[config.mk]
export PLATFORM = sky130hd
export DESIGN_NAME = alu_seq_ctrl_flat
export DESIGN_NICKNAME = d
export VERILOG_FILES = /design/src/rtl/alu_seq_ctrl_if.sv /design/src/rtl/alu_seq_ctrl.sv /design/src/flat_wrapper.sv
export SDC_FILE = /design/constraint.sdc
export NUM_CORES = 1
export LEC_CHECK = 0
export BUFFER_PORTS_ARGS = -buffer_cell sky130_fd_sc_hd__buf_2
export CAP_MARGIN = 0
export CORE_MARGIN = 2
export CORE_UTILIZATION = 40
export DETAILED_ROUTE_END_ITERATION = 8
export GPL_ROUTABILITY_DRIVEN = 0
export PLACE_DENSITY = 0.68
export SYNTH_ARGS = -nofsm -noshare
export SYNTH_HDL_FRONTEND = slang
export SYNTH_SLANG_ARGS = --single-unit
[constraint.sdc]
create_clock -name clk -period 2.33 [get_ports clk]
set_clock_uncertainty 0.05 [all_clocks]
set_input_delay 0.1165 -clock clk [delete_from_list [all_inputs] [get_ports clk]]
set_output_delay 0.1165 -clock clk [all_outputs]
set_load 0.02 [all_outputs]
[src/rtl/alu_seq_ctrl_if.sv]
// Bundle of command, ALU and response signals for alu_seq_ctrl.
// The "slave" modport is the sequencer's view; "master" is the surrounding logic (command source, ALU, consumer).
interface alu_seq_ctrl_if #(
  parameter int CNT_W = 3
);
  logic             cmd_valid;
  logic             cmd_ready;
  logic [7:0]       cmd_a;
  logic [7:0]       cmd_b;
  logic [2:0]       cmd_op;
  logic [CNT_W-1:0] cmd_cnt;

  logic [7:0]       alu_a;
  logic [7:0]       alu_b;
  logic [2:0]       alu_op_sel;
  logic [7:0]       alu_result;
  logic             alu_zero;
  logic             alu_carry;
  logic             alu_overflow;

  logic             rsp_valid;
  logic             rsp_ready;
  logic [7:0]       rsp_result;
  logic             rsp_zero;
  logic             rsp_carry;
  logic             rsp_overflow;
  logic [7:0]       done_cnt;

  modport slave (
    input  cmd_valid, cmd_a, cmd_b, cmd_op, cmd_cnt,
    input  alu_result, alu_zero, alu_carry, alu_overflow,
    input  rsp_ready,
    output cmd_ready,
    output alu_a, alu_b, alu_op_sel,
    output rsp_valid, rsp_result, rsp_zero, rsp_carry, rsp_overflow, done_cnt
  );

  modport master (
    output cmd_valid, cmd_a, cmd_b, cmd_op, cmd_cnt,
    output alu_result, alu_zero, alu_carry, alu_overflow,
    output rsp_ready,
    input  cmd_ready,
    input  alu_a, alu_b, alu_op_sel,
    input  rsp_valid, rsp_result, rsp_zero, rsp_carry, rsp_overflow, done_cnt
  );
endinterface

[src/rtl/alu_seq_ctrl.sv]
// Iterating command front-end for a combinational 8-bit ALU: result feeds back as operand a for cmd_cnt+1 passes.
// Optional macro ALU_SEQ_STICKY_EN: rsp_carry/rsp_overflow become the OR over all iterations.
module alu_seq_ctrl #(
  parameter int CNT_W = 3
) (
  input logic           clk,
  input logic           rst_n,
  alu_seq_ctrl_if.slave bus
);
  localparam logic [1:0] ST_IDLE = 2'd0;
  localparam logic [1:0] ST_EXEC = 2'd1;
  localparam logic [1:0] ST_RESP = 2'd2;

  logic [1:0]       r_state;
  logic [7:0]       r_acc;
  logic [7:0]       r_b;
  logic [2:0]       r_op;
  logic [CNT_W-1:0] r_rem;
  logic             r_cmd_ready;
  logic             r_rsp_valid;
  logic [7:0]       r_rsp_result;
  logic             r_rsp_zero;
  logic             r_rsp_carry;
  logic             r_rsp_overflow;
  logic [7:0]       r_done_cnt;

  logic w_cmd_fire;
  logic w_rsp_fire;
  logic w_carry_fin;
  logic w_ovf_fin;

  assign w_cmd_fire = (r_state == ST_IDLE) && r_cmd_ready && bus.cmd_valid;
  assign w_rsp_fire = r_rsp_valid && bus.rsp_ready;

`ifdef ALU_SEQ_STICKY_EN
  logic r_carry_stk;
  logic r_ovf_stk;

  always_ff @(posedge clk or negedge rst_n) begin
    if (!rst_n) begin
      r_carry_stk <= 1'b0;
      r_ovf_stk   <= 1'b0;
    end else if (w_cmd_fire) begin
      r_carry_stk <= 1'b0;
      r_ovf_stk   <= 1'b0;
    end else if (r_state == ST_EXEC) begin
      r_carry_stk <= r_carry_stk | bus.alu_carry;
      r_ovf_stk   <= r_ovf_stk | bus.alu_overflow;
    end
  end

  // The final iteration's flags are folded in combinationally at capture time
  assign w_carry_fin = r_carry_stk | bus.alu_carry;
  assign w_ovf_fin   = r_ovf_stk | bus.alu_overflow;
`else
  assign w_carry_fin = bus.alu_carry;
  assign w_ovf_fin   = bus.alu_overflow;
`endif

  always_ff @(posedge clk or negedge rst_n) begin
    if (!rst_n) begin
      r_state        <= ST_IDLE;
      r_acc          <= 8'd0;
      r_b            <= 8'd0;
      r_op           <= 3'd0;
      r_rem          <= '0;
      r_cmd_ready    <= 1'b0;
      r_rsp_valid    <= 1'b0;
      r_rsp_result   <= 8'd0;
      r_rsp_zero     <= 1'b0;
      r_rsp_carry    <= 1'b0;
      r_rsp_overflow <= 1'b0;
      r_done_cnt     <= 8'd0;
    end else begin
      case (r_state)
        ST_IDLE: begin
          if (w_cmd_fire) begin
            r_acc       <= bus.cmd_a;
            r_b         <= bus.cmd_b;
            r_op        <= bus.cmd_op;
            r_rem       <= bus.cmd_cnt;
            r_cmd_ready <= 1'b0;
            r_state     <= ST_EXEC;
          end else begin
            // cmd_ready stays low while in reset and rises on the first edge after release
            r_cmd_ready <= 1'b1;
          end
        end
        ST_EXEC: begin
          r_acc <= bus.alu_result;
          if (r_rem == '0) begin
            r_rsp_result   <= bus.alu_result;
            r_rsp_zero     <= bus.alu_zero;
            r_rsp_carry    <= w_carry_fin;
            r_rsp_overflow <= w_ovf_fin;
            r_rsp_valid    <= 1'b1;
            r_state        <= ST_RESP;
          end else begin
            r_rem <= r_rem - CNT_W'(1);
          end
        end
        ST_RESP: begin
          if (w_rsp_fire) begin
            r_rsp_valid <= 1'b0;
            r_done_cnt  <= r_done_cnt + 8'd1;
            r_cmd_ready <= 1'b1;
            r_state     <= ST_IDLE;
          end
        end
        default: begin
          r_cmd_ready <= 1'b0;
          r_rsp_valid <= 1'b0;
          r_state     <= ST_IDLE;
        end
      endcase
    end
  end

  assign bus.cmd_ready    = r_cmd_ready;
  assign bus.alu_a        = r_acc;
  assign bus.alu_b        = r_b;
  assign bus.alu_op_sel   = r_op;
  assign bus.rsp_valid    = r_rsp_valid;
  assign bus.rsp_result   = r_rsp_result;
  assign bus.rsp_zero     = r_rsp_zero;
  assign bus.rsp_carry    = r_rsp_carry;
  assign bus.rsp_overflow = r_rsp_overflow;
  assign bus.done_cnt     = r_done_cnt;
endmodule

[src/flat_wrapper.sv]
// flat-port wrapper written by rule: the top's interface ports become plain ports
module alu_seq_ctrl_flat 
#(
  parameter int CNT_W = 3
)
  (clk, rst_n, bus_cmd_valid, bus_cmd_a, bus_cmd_b, bus_cmd_op, bus_cmd_cnt, bus_alu_result, bus_alu_zero, bus_alu_carry, bus_alu_overflow, bus_rsp_ready, bus_cmd_ready, bus_alu_a, bus_alu_b, bus_alu_op_sel, bus_rsp_valid, bus_rsp_result, bus_rsp_zero, bus_rsp_carry, bus_rsp_overflow, bus_done_cnt);
  alu_seq_ctrl_if #(.CNT_W(CNT_W)) bus_i ();
  input logic clk;
  input logic rst_n;
  input wire logic [$bits(bus_i.cmd_valid)-1:0] bus_cmd_valid;
  input wire logic [$bits(bus_i.cmd_a)-1:0] bus_cmd_a;
  input wire logic [$bits(bus_i.cmd_b)-1:0] bus_cmd_b;
  input wire logic [$bits(bus_i.cmd_op)-1:0] bus_cmd_op;
  input wire logic [$bits(bus_i.cmd_cnt)-1:0] bus_cmd_cnt;
  input wire logic [$bits(bus_i.alu_result)-1:0] bus_alu_result;
  input wire logic [$bits(bus_i.alu_zero)-1:0] bus_alu_zero;
  input wire logic [$bits(bus_i.alu_carry)-1:0] bus_alu_carry;
  input wire logic [$bits(bus_i.alu_overflow)-1:0] bus_alu_overflow;
  input wire logic [$bits(bus_i.rsp_ready)-1:0] bus_rsp_ready;
  output wire logic [$bits(bus_i.cmd_ready)-1:0] bus_cmd_ready;
  output wire logic [$bits(bus_i.alu_a)-1:0] bus_alu_a;
  output wire logic [$bits(bus_i.alu_b)-1:0] bus_alu_b;
  output wire logic [$bits(bus_i.alu_op_sel)-1:0] bus_alu_op_sel;
  output wire logic [$bits(bus_i.rsp_valid)-1:0] bus_rsp_valid;
  output wire logic [$bits(bus_i.rsp_result)-1:0] bus_rsp_result;
  output wire logic [$bits(bus_i.rsp_zero)-1:0] bus_rsp_zero;
  output wire logic [$bits(bus_i.rsp_carry)-1:0] bus_rsp_carry;
  output wire logic [$bits(bus_i.rsp_overflow)-1:0] bus_rsp_overflow;
  output wire logic [$bits(bus_i.done_cnt)-1:0] bus_done_cnt;
  assign bus_i.cmd_valid = bus_cmd_valid;
  assign bus_i.cmd_a = bus_cmd_a;
  assign bus_i.cmd_b = bus_cmd_b;
  assign bus_i.cmd_op = bus_cmd_op;
  assign bus_i.cmd_cnt = bus_cmd_cnt;
  assign bus_i.alu_result = bus_alu_result;
  assign bus_i.alu_zero = bus_alu_zero;
  assign bus_i.alu_carry = bus_alu_carry;
  assign bus_i.alu_overflow = bus_alu_overflow;
  assign bus_i.rsp_ready = bus_rsp_ready;
  assign bus_cmd_ready = bus_i.cmd_ready;
  assign bus_alu_a = bus_i.alu_a;
  assign bus_alu_b = bus_i.alu_b;
  assign bus_alu_op_sel = bus_i.alu_op_sel;
  assign bus_rsp_valid = bus_i.rsp_valid;
  assign bus_rsp_result = bus_i.rsp_result;
  assign bus_rsp_zero = bus_i.rsp_zero;
  assign bus_rsp_carry = bus_i.rsp_carry;
  assign bus_rsp_overflow = bus_i.rsp_overflow;
  assign bus_done_cnt = bus_i.done_cnt;
  alu_seq_ctrl #(.CNT_W(CNT_W)) u_core (.clk(clk), .rst_n(rst_n), .bus(bus_i));
endmodule
* After elaboration in Yosys (flattened, before gate mapping)
Index checks and enable logic that the tools add are counted.
** Storage, ports and cells
- Flip-flop bits (word level) :: 45
- Latch bits :: 0
- RAM bits :: 0
- ROM bits :: 0
- Input bits :: 37
- Output and inout bits :: 40
- Logic and storage cells :: 51
- Memories kept :: 0
** Cells by class
- $add $sub $neg :: 2
- Multipliers :: 0
- Div/mod/pow operators :: 0
- Magnitude comparators :: 0
- Eq/ne operators :: 6
- Shift operators :: 0
- Mux-type cells :: 15
- Bitwise logic cells :: 2
- Reduce and logical (&&, ||, !) cells :: 14
** Operator list (count)
- case mux 8 bit (2 select lines) :: 1
- AND reduction 2 bit :: 5
- AND reduction 3 bit :: 3
- adder 8 x 1 -> 8 bit, second input constant :: 1
- 2-to-1 mux 8 bit :: 1
- 2-to-1 mux 2 bit :: 3
- 2-to-1 mux 3 bit :: 2
- != test 2 x 1 -> 1 bit, second input constant :: 3
- case mux 1 bit (3 select lines) :: 2
- case mux 2 bit (3 select lines) :: 1
- case mux 3 bit (2 select lines) :: 1
- 2-to-1 mux 1 bit :: 4
- logical AND 1 bit :: 3
- zero test 3 bit :: 1
- subtractor 3 x 1 -> 3 bit, second input constant :: 1
- equality test 2 x 1 -> 1 bit, second input constant :: 1
- equality test 2 bit, second input constant :: 1
- zero test 2 bit :: 1
- != test 2 bit, second input constant :: 1
- inverter 1 bit :: 2
- nonzero test 2 bit :: 1

* Logic depth before layout (Yosys ltp)
Gate-level depths: netlist of run 1.
- Depth in word-level cells :: 5
- Mapped depth :: 7

* Worst setup path before layout of run 1
OpenSTA, ideal clock, no wires.
- Kind :: register -> register
- Start :: register u_core.r_cmd_ready, in the netlist u_core.bus.cmd_ready
- End :: register u_core.r_b[0], in the netlist u_core.bus.alu_b[0]
- Library setup time :: 0.125 ns
- Arrival :: 1.351 ns
- Data required time :: 2.155 ns
- Setup slack :: 0.804 ns
- Cell stages (with the launch flop) :: 5
- Period minus slack after synthesis :: 1.526 ns
- Cell sequence :: dfrtp_1 nand2_1 nor3_2 buf_4 mux2_2
** Between the ends
- Word-level cells in the longest chain between the ends :: 3
** RTL lines
- start, declared :: RTL line alu_seq_ctrl.sv:19 : logic r_cmd_ready;
- start signal, assigned :: RTL line alu_seq_ctrl.sv:67 : r_cmd_ready <= 1'b0;
- start signal, assigned :: RTL line alu_seq_ctrl.sv:82 : r_cmd_ready <= 1'b0;
- start signal, assigned :: RTL line alu_seq_ctrl.sv:86 : r_cmd_ready <= 1'b1;
- logical AND 1 bit (2 in a row) :: RTL line alu_seq_ctrl.sv:32 : assign w_cmd_fire = (r_state == ST_IDLE) && r_cmd_ready && bus.cmd_valid;
- AND reduction 2 bit (no line)
- end signal, assigned :: RTL line alu_seq_ctrl.sv:79 : r_b <= bus.cmd_b;
- end, declared :: RTL line alu_seq_ctrl.sv:16 : logic [7:0] r_b;
No other way between the ends.
A chain may end at the register's enable or synchronous reset.

* Worst setup path in the final report of run 1
- Start :: register u_core.r_rem[0]
- End :: register u_core.r_rsp_result[0], in the netlist u_core.bus.rsp_result[0]
** Between the ends
- Word-level cells in the longest chain between the ends :: 2
** RTL lines
- start, declared :: RTL line alu_seq_ctrl.sv:18 : logic [CNT_W-1:0] r_rem;
- start signal, assigned :: RTL line alu_seq_ctrl.sv:81 : r_rem <= bus.cmd_cnt;
- start signal, assigned :: RTL line alu_seq_ctrl.sv:99 : r_rem <= r_rem - CNT_W'(1);
- zero test 3 bit :: RTL line alu_seq_ctrl.sv:91 : if (r_rem == '0) begin
- AND reduction 2 bit (no line)
- end signal, assigned :: RTL line alu_seq_ctrl.sv:92 : r_rsp_result <= bus.alu_result;
- end, declared :: RTL line alu_seq_ctrl.sv:21 : logic [7:0] r_rsp_result;
No other way between the ends.

==> results.toml, run 1 <==
[pwr]
p_int_w = 0.002260
vdd_drop_max_mv = 0.4689
combPwrFrac = 0.463
seqPwrFrac = 0.369
switching_share = 0.3787
p_sw_w = 0.001378
clock_power_share = 0.168
power_density_nw_per_um2 = 1382
p_leak_nw = 1.340
p_total_w = 0.003637

[cells_and_area]
area_growth_pct = 33.44
stdcell_count = 301
drive_gt1_frac = 0.5000
fin_nets = 273
diodes = 0

[route]
dr.pass1.iters = 4
drt-total-wl_um = 4094
top_layer = "met4"
routedWlPerCell_um = 13.60
wl_met3_um = 169
drcViolationCount = 0
routed-wl-met2_um = 2051
drtIter0Drc = 53
vias_per_cell = 4.744
postRouteAntennaNets = 0
m1WireLength_um = 1757
vias = 1428

[status]
run_status = "finished, final reports clean"

[hold_path]
holdPathStages = 2
hold_path.startpoint = "bus_cmd_b[2]"
hp-class = "in -> reg"
min_to = "u_core.bus.alu_b[2]$_DFFE_PN0P_"

[sta]
setup_viol = 0
rsz0062_at_grt = "false"
slew_headroom = 0.6652
fin_tns_setup_ns = 0
slew_viol_final = 0
finalCriticalPeriod_ns = 1.608
timing.final.crit_share = 0.6903
hold_viol_final = 0
max_freq_mhz = 621.8
worstMarginPinSlew_ns = 0.5003

[die]
die_y_um = 74.21
initial_core_util = 0.4175
ioPinCount = 77
fp.dieArea_um2 = 5507
fp.coreArea_um2 = 4723
num_rows = 25
die_w_um = 74.21

[cts]
cts.sinks = 45
cts_tree = "built"
clk_pin_slew_ns = 0.09
cts-root-buf = "clkbuf_8"
cts_buffers = 5
clock_latency_ns = 0.30
clockBufferDepth = 2
cts-resized-gates = 0
h-tree-depth = 2

[grt]
grt_usage = 0.1570
grt_max_degree = 24
grt_pass1_vias = 1362
grt_first_pass_wirelength_um = 6403
antenna_found_initial = 0
grt_overflow = 0

[yosys]
synth-seq-cells = 45
ys_seq_area_frac = 0.5711
yosysWarnings = 0
yosys.area.top_type = "dfrtp_1"
synth_area_leaders = "dfrtp_1 (57%), mux2_2 (9.1%), mux2_4 (6.1%)"
syn_inst = 141
avgSynthCellArea_um2 = 13.99
synth_cell_types = 32
syn-num-nets = 181
synth_top_area_frac = 0.5711
syn_area_um2 = 1972

[worst_setup_path]
reg2reg_from = "u_core.r_rem[0]$_DFFE_PN0P_"
crit_path_start_kind = "register"
ff2ff_setup_slack_ns = 0.72
arrival_ns = 1.74
r2r-end = "u_core.bus.rsp_result[0]$_DFFE_PN0P_"
worst-setup-path-type = "reg -> reg"
required_ns = 2.47
crit_fanout = 13
cp-end-kind = "register"
r2r_cells = 5

[place]
hpwl_um = 3062
dp_cells = 282
port-buffer-count = 76

[flow_run]
maxCapViolCount = 0
per-stage QoR:
| stage | hold slack (ns) | instance area [um^2] | utilization | setup WS, ns |
|---|---|---|---|---|
| after floorplan | -0.2291 | 1972 | - | 0.8043 |
| after global placement | 0.07179 | 2401 | 0.5083 | 0.7577 |
| after detailed placement | 0.07365 | 2401 | 0.5083 | 0.6969 |
| after CTS | 0.001433 | 2631 | 0.5571 | 0.6944 |
| after global routing | 0.0006862 | 2631 | 0.5571 | 0.6263 |
| final | 0.01141 | 2631 | 0.5571 | 0.7217 |
placed cells by master, fill, tap and decap left out, types with 3 or more instances in the layout:
| cell type | n |
|---|---|
| nor2_1 | 5 |
| a22o_1 | 8 |
| dfrtp_1 | 45 |
| nand4_1 | 3 |
| a21o_1 | 8 |
| dlygate4sd3_1 | 11 |
| nor2b_1 | 3 |
| clkbuf_8 | 6 |
| nand2_1 | 5 |
| mux2_2 | 16 |
| ha_1 | 3 |
| xnor2_1 | 7 |
| buf_2 | 76 |
| buf_4 | 5 |
| mux2_4 | 8 |
layer usage:
| layer | vias up | GRT usage |
|---|---|---|
| met5 | - | 0 |
| met4 | 0 | 0.07738 |
| met3 | 9 | 0.03794 |
| met2 | 34 | 0.2589 |
| met1 | 699 | 0.1939 |
| li1 | 686 | - |
cell type report:
| type | instances | area [um^2] |
|---|---|---|
| Fill cell | 427 | 2092 |
| Sequential cell | 45 | 1126 |
| Multi-Input combinational cell | 87 | 765.7 |
| Timing Repair Buffer | 92 | 528.0 |
| Tap cell | 67 | 83.83 |
| Clock buffer | 6 | 82.58 |
| Clock inverter | 2 | 37.54 |
| Inverter | 2 | 7.507 |
worst max-delay path: stages (launching register included):
cell	delay, ns
dfrtp_1	0.37
inv_1	0.10
ha_1	0.17
nor2b_1	0.15
and2_4	0.30
mux2_2	0.37
cell usage after synthesis:
library cell / number
mux2_4: 8
nand2_1: 5
nor2b_1: 3
a21o_1: 8
o32ai_1: 1
and2_4: 1
buf_4: 4
dfrtp_1: 45
and4b_1: 1
a21oi_1: 1
nor2_1: 5
nand2b_1: 2
xor2_1: 1
and3_4: 1
buf_6: 2
nand4_1: 3
nor2b_4: 1
nor3_1: 2
a22o_1: 8
and4_1: 1
ha_1: 3
o21bai_1: 1
nor3_2: 1
a211oi_1: 1
buf_12: 1
o21ai_0: 2
inv_1: 2
nand3_1: 2
mux2_2: 16
a221oi_1: 1
xnor2_1: 7
mux2i_1: 1
what timing repair did:
item / in CTS / in global routing
buffers inserted: 0 / 0
hold buffers: 11 / 0
endpoints found under the hold margin: 55 / 0
how the worst max path moves through the flow:
stage	from	end	slack, ns
after floorplan	u_core.bus.cmd_ready$_DFFE_PN0P_	u_core.bus.alu_b[0]$_DFFE_PN0P_	0.80
after global placement	u_core.r_rem[0]$_DFFE_PN0P_	u_core.bus.rsp_result[0]$_DFFE_PN0P_	0.76
after detailed placement	u_core.r_rem[0]$_DFFE_PN0P_	u_core.bus.rsp_result[0]$_DFFE_PN0P_	0.70
after CTS	u_core.r_rem[0]$_DFFE_PN0P_	u_core.bus.rsp_result[0]$_DFFE_PN0P_	0.69
after global routing	u_core.r_rem[0]$_DFFE_PN0P_	u_core.bus.rsp_result[0]$_DFFE_PN0P_	0.63
final	u_core.r_rem[0]$_DFFE_PN0P_	u_core.bus.rsp_result[0]$_DFFE_PN0P_	0.72
power by group through the flow:
stage / combinational [W] / clock [W] / sequential (W)
2_1_floorplan: 0.000888 / 0 / 0.00170
3_3_place_gp: 0.00165 / 0 / 0.00135
3_5_place_dp: 0.00170 / 0 / 0.00136
4_1_cts: 0.00171 / 0.000632 / 0.00135
5_1_grt: 0.00183 / 0.000666 / 0.00139
6_report: 0.00168 / 0.000610 / 0.00134
sequential cells by signal (all words and copies together), names as in the netlist:
signal	flops
u_core.bus.alu_b	8
u_core.bus.alu_op_sel	3
u_core.r_state	2
u_core.r_rem	3
u_core.bus.rsp_carry	1
u_core.bus.cmd_ready	1
u_core.bus.done_cnt	8
u_core.bus.rsp_overflow	1
u_core.bus.rsp_zero	1
u_core.bus.rsp_valid	1
u_core.bus.alu_a	8
u_core.bus.rsp_result	8
kinds of logic (layout without fill, tap and decap cells):
group,count (synthesis),count (layout),synth area share
AOI/OAI and AO/OA,23,23,0.09011
xor gates and xnor gates,8,8,0.03553
adders and majority gates,3,3,0.01904
buffers and inverters,9,102,0.04061
DFF,45,45,0.5711
muxes,25,25,0.1574
and+or+nand+nor,28,28,0.08630
Note: power is estimated with default switching activity, not from simulation.
==> run 2: changes to the inputs <==
--- a/config.mk
+++ b/config.mk
@@ -5,13 +5,14 @@
 export SDC_FILE = /design/constraint.sdc
 export NUM_CORES = 1
 export LEC_CHECK = 0
+export ABC_AREA = 1
 export BUFFER_PORTS_ARGS = -buffer_cell sky130_fd_sc_hd__buf_2
 export CAP_MARGIN = 0
 export CORE_MARGIN = 2
 export CORE_UTILIZATION = 40
 export DETAILED_ROUTE_END_ITERATION = 8
 export GPL_ROUTABILITY_DRIVEN = 0
-export PLACE_DENSITY = 0.68
+export PLACE_DENSITY = 0.7
 export SYNTH_ARGS = -nofsm -noshare
 export SYNTH_HDL_FRONTEND = slang
 export SYNTH_SLANG_ARGS = --single-unit
==> constraint.sdc (replaced) <==
create_clock -name clk -period 1.35 [get_ports clk]
set_clock_uncertainty 0.05 [all_clocks]
set_input_delay 0.0675 -clock clk [delete_from_list [all_inputs] [get_ports clk]]
set_output_delay 0.0675 -clock clk [all_outputs]
set_load 0.02 [all_outputs]
==> results.toml, run 2 <==
[pwr]
p_leak_nw = 1.633
power_density_nw_per_um2 = 2178
p_total_w = 0.006555
vdd_drop_max_mv = 1.197

[hold_path]
hp-class = "in -> reg"
holdPathStages = 5

[cells_and_area]
most-common-layout-cells = "nand2_1 (115), buf_2 (76), dfrtp_1 (43)"
area_growth_pct = 46.74
drive_gt1_frac = 0.3202
layout_commonest_cell = "nand2_1"
finalInstanceArea_um2 = 3009
stdcell_count = 426
diodes = 0
nFillCells = 443
fin_nets = 395

[route]
drcViolationCount = 0
vias_per_cell = 4.514
vias = 1923
routedWlPerCell_um = 11.82
drtIter0Drc = 81
dr.pass1.iters = 4
drt-total-wl_um = 5035
postRouteAntennaNets = 0

[cts]
cts_tree = "built"
cts_buffers = 5
cts-root-buf = "clkbuf_8"
h-tree-depth = 2
clockBufferDepth = 2
clk_pin_slew_ns = 0.09
cts.sinks = 45
clock_latency_ns = 0.30
postCtsSetupBuffers = 0

[sta]
max_freq_mhz = 771.2
hold_viol_final = 0
slew_headroom = 0.8418
rsz0062_at_grt = "true"
worstMarginPinSlew_ns = 0.2373
slew_viol_final = 0
setup_viol = 0
finalCriticalPeriod_ns = 1.297
holdWs_ns = 0.05188
timing.final.crit_share = 0.9605

[place]
dp_cells = 385
post_dp_cell_area_um2 = 2527
hpwl_um = 3241
port-buffer-count = 76

[worst_setup_path]
path_cells = "inv_2 > ha_1 > inv_2 > o21ai_2 > nand2_4 > nand2_1 > o21ai_2"
arrival_ns = 1.44
crit_path_start_kind = "register"
worst-setup-path-type = "reg -> reg"
crit_slowest_cell = "dfrtp_1"
cp-end-kind = "register"
required_ns = 1.50
crit_fanout = 7
max_stage_delay_ns = 0.40
r2r_cells = 7

[die]
fp.coreArea_um2 = 5042
die_w_um = 75.60
die_y_um = 75.60
initial_core_util = 0.4067
fp.dieArea_um2 = 5715
ioPinCount = 77
num_rows = 26

[yosys]
ys_seq_area_frac = 0.5491
yosysWarnings = 0
yosys.area.top_type = "dfrtp_1"
synth_most_common_cell = "nand2_1"
synth_top_area_frac = 0.5491
synthTopCellsByCount = "nand2_1 (115), dfrtp_1 (45), nand3_1 (23)"
syn_area_um2 = 2051
synth_ff_type = "dfrtp_1"
syn_inst = 240
avgSynthCellArea_um2 = 8.545
synth_cell_types = 25
synthArstFlopShare = 1.000
synth_area_leaders = "dfrtp_1 (55%), nand2_1 (21%), nand3_1 (5.6%)"
syn-num-nets = 280
synth-seq-cells = 45
synth_edf_count = 0

[grt]
grt_first_pass_wirelength_um = 7990
grt_pass1_vias = 1859
grt_max_degree = 46
grt_usage = 0.1854
grt_overflow = 0
antenna_found_initial = 0

[status]
run_status = "finished, final reports clean"

[flow_run]
maxCapViolCount = 0
run 2: changes by cell type after synthesis, sizes merged, moves of 3 or more:
cell and change:
a21o -8, a22o -8, inv +15, mux2 -24
nand2 +115, nand3 +22, nor2 +3, nor2b -4
o21ai +6, xnor2 -6
run 2: what timing repair did:
action / CTS / global route
pin swaps: 0 / 3
hold buffers: 31 / 0
gates resized for setup: 3 / 14
endpoints found under the setup margin: 11 / 25
endpoints found under the hold margin: 75 / 0
cloned: 1 / 1
run 2: path summary, 6_finish.rpt:
check | startpoint | slack [ns] | end
worst max-delay path | u_core.r_rem[0]$_DFFE_PN0P_ | 0.05 | u_core.r_rem[2]$_DFFE_PN0P_
worst min-delay path | bus_cmd_cnt[1] | 0.05 | u_core.r_rem[1]$_DFFE_PN0P_
worst max register to register | u_core.r_rem[0]$_DFFE_PN0P_ | 0.05 | u_core.r_rem[2]$_DFFE_PN0P_
worst min register to register | u_core.bus.alu_b[1]$_DFFE_PN0P_ | 0.43 | u_core.bus.alu_b[1]$_DFFE_PN0P_
max in group asynchronous | rst_n | 0.81 | u_core.r_state[0]$_DFFE_PN0P_
min in group asynchronous | rst_n | 0.22 | u_core.bus.rsp_zero$_DFFE_PN0P_
run 2: cell type report:
cell class,instances,area (um^2),area share
inverters,17,71.32,0.02370
well taps,70,87.58,0.02911
flip-flops and latches,45,1129,0.3751
multi-input cells,172,825.8,0.2744
clock buffers,7,86.33,0.02869
repair buffers,114,779.5,0.2590
clock inverters,1,30.03,0.009979
run 2: cell families after synthesis:
family	share of synthesized area
DFF	0.5491
and+or+nand+nor	0.3307
adders and majority gates	0.01831
buffers and inverters	0.06223
xor gates and xnor gates	0.01282
AOI/OAI and AO/OA	0.02685
run 2: worst max-delay path, delay by kind of cell (launching register included):
family | cells | cell delay [ns]
compound gates | 2 | 0.24
fa+ha+maj | 1 | 0.16
buf+inv | 2 | 0.13
simple gates | 2 | 0.21
flops | 1 | 0.40
run 2: power by group:
part / switching (W) / total, W / internal [W]
sequential: 0.000376 / 0.00230 / 0.00192
clock: 0.000451 / 0.00105 / 0.000604
combinational: 0.00205 / 0.00320 / 0.00115
total: 0.00287 / 0.00656 / 0.00368
run 2: stage by stage:
step	setup slack [ns]	TNS [ns]	util
global route	-0.03279	-0.1781	0.5968
floorplan	0.08552	0	-
finish	0.05328	0	0.5968
detailed placement	-0.01412	-0.03475	0.5012
CTS	0.001933	0	0.5883
global placement	0.04416	0	0.5012
run 2: routing by layer:
metal / vias up / share of wire / track usage
met3: 4 / 0.054 / 0.05159
met5: - / 0 / 0
met1: 881 / 0.43 / 0.2202
met4: 0 / 0.0079 / 0.04873
li1: 975 / - / -
met2: 63 / 0.50 / 0.3304
==> run 3: changes to the inputs <==
--- a/config.mk
+++ b/config.mk
@@ -5,7 +5,6 @@
 export SDC_FILE = /design/constraint.sdc
 export NUM_CORES = 1
 export LEC_CHECK = 0
-export ABC_AREA = 1
 export BUFFER_PORTS_ARGS = -buffer_cell sky130_fd_sc_hd__buf_2
 export CAP_MARGIN = 0
 export CORE_MARGIN = 2
==> results.toml, run 3 (synthesized netlist as in run 1, its figures left out) <==
[sta]
slew_viol_final = 0
finalCriticalPeriod_ns = 1.480
rsz0062_at_grt = "true"
max_freq_mhz = 675.6
hold_viol_final = 0
slew_headroom = 0.6793
timing.final.crit_share = 1.096
worstMarginPinSlew_ns = 0.4810
fin_ws_ns = -0.1302
setup_viol = 36

[die]
die_w_um = 74.21
fp.coreArea_um2 = 4723
initial_core_util = 0.4175
num_rows = 25
die_y_um = 74.21
ioPinCount = 77
fp.dieArea_um2 = 5507

[cts]
clock_latency_ns = 0.29
cts-root-buf = "clkbuf_8"
clockBufferDepth = 2
cts_buffers = 5
clk_pin_slew_ns = 0.08
h-tree-depth = 2
cts_tree = "built"
cts.sinks = 45

[cells_and_area]
layout_commonest_cell = "buf_2"
area_growth_pct = 59.71
fin_nets = 309
stdcell_count = 337
most-common-layout-cells = "buf_2 (76), dfrtp_1 (42), mux2_4 (23), dlygate4sd3_1 (23), buf_4 (16)"
nFillCells = 348
diodes = 0
drive_gt1_frac = 0.5963

[pwr]
p_leak_nw = 1.586
vdd_drop_max_mv = 1.201
power_density_nw_per_um2 = 2326
p_total_w = 0.007326

[route]
routedWlPerCell_um = 14.15
drtIter0Drc = 15
vias_per_cell = 4.837
drt-total-wl_um = 4768
vias = 1630
postRouteAntennaNets = 0
dr.pass1.iters = 4
drcViolationCount = 0

[worst_setup_path]
crit_path_start_kind = "register"
path_delay_family = "simple AND/OR/NAND/NOR gates"
crit_fanout = 6
required_ns = 1.48
r2r_cells = 5
path_cells = "inv_2 > ha_4 > nor2b_4 > and2_4 > mux2_4"
critical_path.startpoint = "u_core.r_rem[1]$_DFFE_PN0P_"
arrival_ns = 1.61
path_depth = 5
ff2ff_setup_slack_ns = -0.13
worst-setup-path-type = "reg -> reg"
path_buf_inv = 1
r2r-end = "u_core.bus.rsp_result[0]$_DFFE_PN0P_"
reg2reg_from = "u_core.r_rem[1]$_DFFE_PN0P_"
crit_slowest_cell = "dfrtp_1"
max_stage_delay_ns = 0.39
cp-end-kind = "register"
crit_path_end = "u_core.bus.rsp_result[0]$_DFFE_PN0P_"

[grt]
grt_first_pass_wirelength_um = 7866
grt_pass1_vias = 1752
grt_max_degree = 21
grt_overflow = 0
antenna_found_initial = 0
grt_usage = 0.1885

[place]
port-buffer-count = 76
dp_cells = 296
hpwl_um = 3124

[status]
run_status = "finished with violations"
violations = "negative setup slack"

[flow_run]
maxCapViolCount = 0

[hold_path]
hp-class = "in -> reg"
hold_path.startpoint = "bus_cmd_a[7]"
[run 3: cell types whose count changed in the layout (fill, tap and decap cells not counted), moves of 4 or more]
cell           delta
o21ai_1           -4
mux2_4           +23
buf_4            +14
nand3_1          -22
a22o_1            +8
xnor2_1           +5
dlygate4sd3_1     -8
inv_2             -4
buf_6             +5
nand2_1         -111
inv_1            -10
a21o_1            +8
nor2_4            -4
[run 3: through the flow]
step / util / setup WS (ns) / area, um^2 / setup TNS, ns / hold slack, ns
after floorplan: - / -0.1009 / 2057 / -1.598 / -0.2781
after global placement: 0.5515 / -0.1386 / 2605 / -2.664 / 0.006182
after detailed placement: 0.5515 / -0.1811 / 2605 / -3.462 / 0.005492
after CTS: 0.6419 / -0.1087 / 3032 / -2.318 / 0.001355
after global routing: 0.6668 / -0.1857 / 3149 / -4.529 / 0.01483
final: 0.6668 / -0.1302 / 3149 / -2.746 / 0.007552
[run 3: final cells by class]
type	instances	area, um^2	area share
clock buffers	8	90.09	0.02861
inverters	2	7.507	0.002384
multi-input cells	88	947.2	0.3008
flip-flops and latches	45	1130	0.3588
well taps	67	83.83	0.02662
repair buffers	127	890.9	0.2829
[run 3: worst min-delay path, stage by stage]
cell    delay [ns]
buf_2         0.07
a22o_1        0.11
a21o_1        0.07
[run 3: routing by layer]
| layer | vias up | wire length [um] | track usage |
|---|---|---|---|
| met4 | 0 | 96 | 0.05357 |
| met3 | 10 | 302 | 0.05285 |
| li1 | 756 | - | - |
| met2 | 67 | 2420 | 0.3423 |
| met1 | 797 | 1948 | 0.2176 |
| met5 | - | 0 | 0 |
[run 3: worst min-delay path by stage]
stage                                         end  slack (ns)  cells past startpoint
5_1_grt           u_core.bus.alu_a[7]$_DFFE_PN0P_        0.01                      3
3_5_place_dp   u_core.bus.done_cnt[6]$_DFFE_PN0P_       0.005                      1
6_report          u_core.bus.alu_a[7]$_DFFE_PN0P_       0.008                      3
2_1_floorplan     u_core.bus.alu_a[0]$_DFFE_PN0P_       -0.28                      0
4_1_cts           u_core.bus.alu_a[2]$_DFFE_PN0P_       0.001                      3
3_3_place_gp   u_core.bus.done_cnt[4]$_DFFE_PN0P_       0.006                      1
[run 3: power by group]
part	internal, W	switching [W]	total [W]
Clock	0.000418	0.000435	0.000853
Sequential	0.00196	0.000396	0.00235
Combinational	0.00216	0.00196	0.00412
[run 3: repair_timing]
action,CTS,global route
gates cloned,1,0
setup endpoints to repair,39,39
hold endpoints to repair,40,0
hold buffers,23,0
setup buffers,7,2
resized for setup,14,22
pin swaps,3,6
